--- src/rtl/mips_pkg.sv ---
// Shared types and encodings for the multi-cycle MIPS control unit.
package mips_pkg;

    localparam int unsigned OP_W    = 6;
    localparam int unsigned FUNCT_W = 6;
    localparam int unsigned ALUC_W  = 3;
    localparam int unsigned STATE_W = 4;

    typedef enum logic [STATE_W-1:0] {
        FETCH   = 4'd0,
        DECODE  = 4'd1,
        MEMADR  = 4'd2,
        MEMRD   = 4'd3,
        MEMWB   = 4'd4,
        MEMWR   = 4'd5,
        RTYPEEX = 4'd6,
        RTYPEWB = 4'd7,
        BEQEX   = 4'd8,
        ADDIEX  = 4'd9,
        ADDIWB  = 4'd10,
        JEX     = 4'd11
    } statetype;

    localparam logic [OP_W-1:0] OP_RTYPE = 6'b000000;
    localparam logic [OP_W-1:0] OP_LW    = 6'b100011;
    localparam logic [OP_W-1:0] OP_SW    = 6'b101011;
    localparam logic [OP_W-1:0] OP_BEQ   = 6'b000100;
    localparam logic [OP_W-1:0] OP_BNE   = 6'b000101;
    localparam logic [OP_W-1:0] OP_ADDI  = 6'b001000;
    localparam logic [OP_W-1:0] OP_J     = 6'b000010;

    localparam logic [FUNCT_W-1:0] FUNCT_ADD  = 6'b100000;
    localparam logic [FUNCT_W-1:0] FUNCT_SUB  = 6'b100010;
    localparam logic [FUNCT_W-1:0] FUNCT_AND  = 6'b100100;
    localparam logic [FUNCT_W-1:0] FUNCT_OR   = 6'b100101;
    localparam logic [FUNCT_W-1:0] FUNCT_SLT  = 6'b101010;
    localparam logic [FUNCT_W-1:0] FUNCT_SLTU = 6'b101011;

    localparam logic [ALUC_W-1:0] ALU_ADD  = 3'b010;
    localparam logic [ALUC_W-1:0] ALU_SUB  = 3'b110;
    localparam logic [ALUC_W-1:0] ALU_AND  = 3'b000;
    localparam logic [ALUC_W-1:0] ALU_OR   = 3'b001;
    localparam logic [ALUC_W-1:0] ALU_SLT  = 3'b111;
    localparam logic [ALUC_W-1:0] ALU_SLTU = 3'b011;

    // ALUOP_NONE leaves alucontrol at 000 in states that do not use the ALU
    typedef enum logic [1:0] {
        ALUOP_NONE  = 2'b00,
        ALUOP_ADD   = 2'b01,
        ALUOP_SUB   = 2'b10,
        ALUOP_FUNCT = 2'b11
    } aluop_t;

    typedef struct packed {
        logic       pcwrite;
        logic       branch;
        logic       memwrite;
        logic       irwrite;
        logic       regwrite;
        logic       iord;
        logic       regdst;
        logic       memtoreg;
        logic       alusrca;
        logic [1:0] alusrcb;
        logic [1:0] pcsrc;
        aluop_t     aluop;
        logic       done;
    } ctrl_t;

endpackage

--- src/rtl/alu_decoder.sv ---
// Maps the controller's ALU request (and funct for R-type) to the 3-bit ALU function code.
module alu_decoder
    import mips_pkg::*;
(
    input  aluop_t                    aluop_i,
    input  logic [FUNCT_W-1:0]        funct_i,
    output logic [ALUC_W-1:0]         alucontrol_o
);

    always_comb begin
        alucontrol_o = ALU_AND;
        case (aluop_i)
            ALUOP_ADD: alucontrol_o = ALU_ADD;
            ALUOP_SUB: alucontrol_o = ALU_SUB;
            ALUOP_FUNCT: begin
                case (funct_i)
                    FUNCT_ADD:  alucontrol_o = ALU_ADD;
                    FUNCT_SUB:  alucontrol_o = ALU_SUB;
                    FUNCT_AND:  alucontrol_o = ALU_AND;
                    FUNCT_OR:   alucontrol_o = ALU_OR;
                    FUNCT_SLT:  alucontrol_o = ALU_SLT;
                    FUNCT_SLTU: alucontrol_o = ALU_SLTU;
                    default:    alucontrol_o = ALU_ADD;
                endcase
            end
            default: alucontrol_o = ALU_AND;
        endcase
    end

endmodule

--- src/rtl/mc_controller.sv ---
// Multi-cycle MIPS control FSM: sequences fetch/decode/execute/memory/writeback
// and drives every datapath enable and select from the current state.
module mc_controller
    import mips_pkg::*;
#(
    parameter bit SUPPORT_BNE = 1'b1
) (
    input  logic                 clk,
    input  logic                 reset,
    input  logic [OP_W-1:0]      op,
    input  logic [FUNCT_W-1:0]   funct,
    input  logic                 zero,
    output logic                 pcen,
    output logic                 memwrite,
    output logic                 irwrite,
    output logic                 regwrite,
    output logic                 iord,
    output logic                 regdst,
    output logic                 memtoreg,
    output logic                 alusrca,
    output logic [1:0]           alusrcb,
    output logic [1:0]           pcsrc,
    output logic [ALUC_W-1:0]    alucontrol,
    output logic                 instr_done,
    output logic [STATE_W-1:0]   state_dbg
);

    statetype state_q;
    statetype state_d;
    ctrl_t    ctrl;
    logic     branch_cond;

    always_ff @(posedge clk or posedge reset) begin
        if (reset) begin
            state_q <= FETCH;
        end else begin
            state_q <= state_d;
        end
    end

    // Next state and Moore control decode; unlisted outputs stay 0
    always_comb begin
        state_d = FETCH;
        ctrl    = '0;
        case (state_q)
            FETCH: begin
                ctrl.irwrite = 1'b1;
                ctrl.alusrcb = 2'b01;
                ctrl.aluop   = ALUOP_ADD;
                ctrl.pcwrite = 1'b1;
                state_d      = DECODE;
            end
            DECODE: begin
                ctrl.alusrcb = 2'b11;
                ctrl.aluop   = ALUOP_ADD;
                case (op)
                    OP_LW, OP_SW: state_d = MEMADR;
                    OP_RTYPE:     state_d = RTYPEEX;
                    OP_BEQ:       state_d = BEQEX;
                    OP_BNE: begin
                        if (SUPPORT_BNE) state_d = BEQEX;
                        else             ctrl.done = 1'b1;
                    end
                    OP_ADDI:      state_d = ADDIEX;
                    OP_J:         state_d = JEX;
                    default:      ctrl.done = 1'b1;
                endcase
            end
            MEMADR: begin
                ctrl.alusrca = 1'b1;
                ctrl.alusrcb = 2'b10;
                ctrl.aluop   = ALUOP_ADD;
                state_d      = (op == OP_SW) ? MEMWR : MEMRD;
            end
            MEMRD: begin
                ctrl.iord = 1'b1;
                state_d   = MEMWB;
            end
            MEMWB: begin
                ctrl.memtoreg = 1'b1;
                ctrl.regwrite = 1'b1;
                ctrl.done     = 1'b1;
            end
            MEMWR: begin
                ctrl.iord     = 1'b1;
                ctrl.memwrite = 1'b1;
                ctrl.done     = 1'b1;
            end
            RTYPEEX: begin
                ctrl.alusrca = 1'b1;
                ctrl.aluop   = ALUOP_FUNCT;
                state_d      = RTYPEWB;
            end
            RTYPEWB: begin
                ctrl.regdst   = 1'b1;
                ctrl.regwrite = 1'b1;
                ctrl.done     = 1'b1;
            end
            BEQEX: begin
                ctrl.alusrca = 1'b1;
                ctrl.aluop   = ALUOP_SUB;
                ctrl.pcsrc   = 2'b01;
                ctrl.branch  = 1'b1;
                ctrl.done    = 1'b1;
            end
            ADDIEX: begin
                ctrl.alusrca = 1'b1;
                ctrl.alusrcb = 2'b10;
                ctrl.aluop   = ALUOP_ADD;
                state_d      = ADDIWB;
            end
            ADDIWB: begin
                ctrl.regwrite = 1'b1;
                ctrl.done     = 1'b1;
            end
            JEX: begin
                ctrl.pcsrc   = 2'b10;
                ctrl.pcwrite = 1'b1;
                ctrl.done    = 1'b1;
            end
            default: state_d = FETCH;
        endcase
    end

    // bne reuses BEQEX with the zero flag inverted
    assign branch_cond = (SUPPORT_BNE && (op == OP_BNE)) ? ~zero : zero;

    // Write enables and the done pulse are held off while reset is asserted
    assign pcen       = ~reset & (ctrl.pcwrite | (ctrl.branch & branch_cond));
    assign memwrite   = ~reset & ctrl.memwrite;
    assign irwrite    = ~reset & ctrl.irwrite;
    assign regwrite   = ~reset & ctrl.regwrite;
    assign instr_done = ~reset & ctrl.done;
    assign iord       = ctrl.iord;
    assign regdst     = ctrl.regdst;
    assign memtoreg   = ctrl.memtoreg;
    assign alusrca    = ctrl.alusrca;
    assign alusrcb    = ctrl.alusrcb;
    assign pcsrc      = ctrl.pcsrc;
    assign state_dbg  = state_q;

    alu_decoder u_alu_decoder (
        .aluop_i      (ctrl.aluop),
        .funct_i      (funct),
        .alucontrol_o (alucontrol)
    );

endmodule
--- config.mk ---
export PLATFORM = sky130hd
export DESIGN_NAME = mc_controller
export DESIGN_NICKNAME = d
export VERILOG_FILES = /design/src/rtl/mips_pkg.sv /design/src/rtl/alu_decoder.sv /design/src/rtl/mc_controller.sv
export SDC_FILE = /design/constraint.sdc
export NUM_CORES = 1
export LEC_CHECK = 0
export CAP_MARGIN = 10
export CORE_MARGIN = 8
export CORE_UTILIZATION = 30
export CTS_CLUSTER_SIZE = 10
export DETAILED_ROUTE_END_ITERATION = 6
export GPL_TIMING_DRIVEN = 0
export HOLD_SLACK_MARGIN = 0.02
export PLACE_DENSITY_LB_ADDON = 0.15
export SYNTH_ARGS = -nofsm -noshare
export SYNTH_HDL_FRONTEND = slang
export SYNTH_SLANG_ARGS = --single-unit
--- constraint.sdc ---
create_clock -name clk -period 3.7 [get_ports clk]
set_input_delay 0.925 -clock clk [delete_from_list [all_inputs] [get_ports clk]]
set_output_delay 0.925 -clock clk [all_outputs]
set_load 0.01 [all_outputs]
==> impl_metrics.env, run 1 <==
export IMPL_holdWs_ns=0.636
export IMPL_place_gp_congestion=0.762
export IMPL_crit_path_top_delay_cell="clkdlybuf4s50_1"
export IMPL_die_area_um2=3450
export IMPL_synth_edf_count=0
export IMPL_synth_area_top_cells="dfrtp_1 18%, nor2_1 7.5%, nor3_1 6.4%"
export IMPL_vias=755
export IMPL_power_per_cell_area_nw_per_um2=489
export IMPL_io_buffers=32
export IMPL_timing_reg2reg_worst_path_depth=5
export IMPL_crit_path_end="instr_done"
export IMPL_min_period_over_period=0.965
export IMPL_ff2ff_setup_slack_ns=2.22
export IMPL_clock_latency_ns=0.24
export IMPL_netlist_area_before_placement_um2=548
export IMPL_detailedPlacementHpwl_um=1610
export IMPL_timing_hold_violations_final=0
export IMPL_groute_layer_met1_usage=0.123
export IMPL_layout_drive_gt1_share=0.0940
export IMPL_crit_path_max_incr_delay_ns=0.56
export IMPL_use_met3=0.0587
export IMPL_design_portCount=35
export IMPL_largest_register_ff_count=4
export IMPL_max_freq_ghz=0.280
export IMPL_core_area_um2=1730
export IMPL_critPathRequiredTime_ns=2.77
export IMPL_synth_most_common_cell="nor2_1"
export IMPL_synth_seq_cells=4
export IMPL_outcome="finished clean"
export IMPL_crit_reg2reg_launch="state_dbg[0]"
export IMPL_synthDistinctLibCells=33
export IMPL_timing_worst_setup_path_type="primary input to primary output"
export IMPL_grt_pass1_vias=744
export IMPL_report_final_setup_viol=0
export IMPL_yosysWarningCount=0
export IMPL_synth_top_area_share=0.183
export IMPL_place_inst=139
export IMPL_cp_capture_type="primary output"
export IMPL_antenna_found_initial=0
export IMPL_vdd_ir_drop_worst_mv=0.237
export IMPL_overflow=0
export IMPL_ordered_cell_list_for_the_critical_path="clkdlybuf4s50_1 -> or4_4 -> nor3_2 -> or4_1 -> o22ai_1 -> dlygate4sd2_1"
export IMPL_relSlewSlack=0.702
export IMPL_tritoncts="yes"
export IMPL_synth_net_count=97
export IMPL_synthDominantAreaCellType="dfrtp_1"
export IMPL_drc_errors=0
export IMPL_clockBufferDepth=2
export IMPL_rows=15
export IMPL_number_of_optimization_iterations_in_the_first_detailed_route_pass=4
export IMPL_critPathMaxFanout=5
export IMPL_clkSlewWorstSetupHoldPaths_ns=0.04
export IMPL_cts_buffers=3
export IMPL_netlist_top_cells_count="11 x nor2_1, 7 x nand2_1, 7 x nor3_1"
export IMPL_syn_inst=82
export IMPL_synthFlopType="dfrtp_1"
export IMPL_timing_setup_tns_ns=0
export IMPL_yosysSeqAreaShare=0.183
export IMPL_hold_path_class="register to register"
export IMPL_grt_pass1_wl_um=3330
export IMPL_holdCritStartpoint="state_dbg[1]"
export IMPL_design_power_total_uw=459
export IMPL_final_fill_count=194
export IMPL_grt_start_max_net_pins=11
export IMPL_postRouteWirelength_um=1990
export IMPL_clockRootBuffer="clkbuf_4"
export IMPL_worst_setup_path_startpoint="op[5]"
export IMPL_use_met2=0.204
export IMPL_via_per_inst=5.32
export IMPL_timing_critical_path_arrival_ns=2.64
export IMPL_async_set_or_reset_register_ratio_after_synthesis=1.00
export IMPL_insertedDiodeCount=0
export IMPL_die_x_um=58.7
export IMPL_layout_area_overhead_vs_synth_pct=71.2
export IMPL_final_antenna_net_count=0
export IMPL_crit_path_start_kind="primary input"
export IMPL_min_period_ns=3.57
export IMPL_r2r_end="state_dbg[2]"
export IMPL_postSynthAreaPerCell_um2=6.68
export IMPL_htreeDepth=1
export IMPL_worst_slew_pin_transition_ns=0.448
export IMPL_slew_viol_final=0
export IMPL_power_leakage_uw=0.000365
export IMPL_global_route_peak_usage_layer="met2"
export IMPL_routed_wire_length_per_instance_um=14.0
export IMPL_groute_usage_overall=0.121
export IMPL_initial_core_util=0.317
export IMPL_dr_first_iter_drc_count=13
export IMPL_clock_sink_count=4
export IMPL_design_final_nets=134
export IMPL_floorplan_die_height_um=58.7
export IMPL_rsz0062_at_grt="false"
export IMPL_final_setup_skew_ns=0.00245
export IMPL_count_of_max_cap_constraint_violations=0
export IMPL_final_instance_count_excl_fill=142
layout make-up:
class / count / area (um2) / share of cell area
tap: 25 / 31.3 / 0.0333
buffer: 6 / 23.8 / 0.0253
multi-input combinational: 67 / 417 / 0.444
timing repair buffer: 32 / 325 / 0.347
clock buffer: 3 / 22.5 / 0.0240
sequential: 4 / 100 / 0.107
inverter: 5 / 18.8 / 0.0200
cell usage in the layout (no fill, tap or decap), types with 3 or more instances in the layout:
master	n
nor3_1	6
clkbuf_4	3
nand3_1	4
a21oi_1	5
nand2_1	7
o21ai_0	4
dlymetal6s2s_1	3
nor2_1	11
inv_1	5
clkbuf_1	5
clkdlybuf4s50_1	27
dfrtp_1	4
xnor2_1	3
per-layer routing:
| metal | part of all wire | vias to the layer above |
|---|---|---|
| li1 | - | 367 |
| met1 | 0.42 | 351 |
| met2 | 0.48 | 33 |
| met3 | 0.080 | 4 |
| met4 | 0.015 | 0 |
| met5 | 0 | - |
worst min path at each step:
stage | endpoint | depth (start not counted)
finish | state_dbg[0] | 2
global placement | state_dbg[0] | 2
global route | state_dbg[0] | 2
detailed placement | state_dbg[0] | 2
CTS | state_dbg[0] | 2
floorplan | state_dbg[0] | 2
critical path, delay by kind of cell:
family / cells / cell delay [ns]
AO/OA/AOI/OAI: 1 / 0.17
AND/OR/NAND/NOR: 3 / 0.70
buffers and inverters: 2 / 0.85
metrics by stage:
stage / setup WS (ns) / utilization / instance area (um2)
after global placement: -0.222 / 0.521 / 900
after CTS: 0.0763 / 0.533 / 920
after global routing: 0.00537 / 0.543 / 938
after detailed placement: -0.220 / 0.521 / 900
final: 0.131 / 0.543 / 938
after floorplan: 0.815 / - / 548
kinds of logic after synthesis:
| logic type | Yosys count | share of synthesized area |
|---|---|---|
| AO/OA/AOI/OAI | 18 | 0.231 |
| XOR/XNOR | 3 | 0.0480 |
| buffers and inverters | 11 | 0.0776 |
| flip-flops | 4 | 0.183 |
| AND/OR/NAND/NOR | 46 | 0.461 |
repair_timing:
action / CTS / global route
setup buffers: 0 / 0
setup endpoints to repair: 1 / 2
hold buffers: 0 / 0
gates cloned: 0 / 0
gates resized for setup: 2 / 5
power by group:
part	switching [uW]	internal (uW)
registers	12.1	56.4
logic	168	167
clock network	19.4	36.4
No activity file was read; power rests on OpenSTA's default activity.
==> run 2, diff against run 1 <==
--- a/config.mk
+++ b/config.mk
@@ -5,6 +5,7 @@
 export SDC_FILE = /design/constraint.sdc
 export NUM_CORES = 1
 export LEC_CHECK = 0
+export ABC_CLOCK_PERIOD_IN_PS = 3700
 export CAP_MARGIN = 10
 export CORE_MARGIN = 8
 export CORE_UTILIZATION = 30
==> results of run 2 <==
Final layout, timing and power as in run 1 (identical DEF).
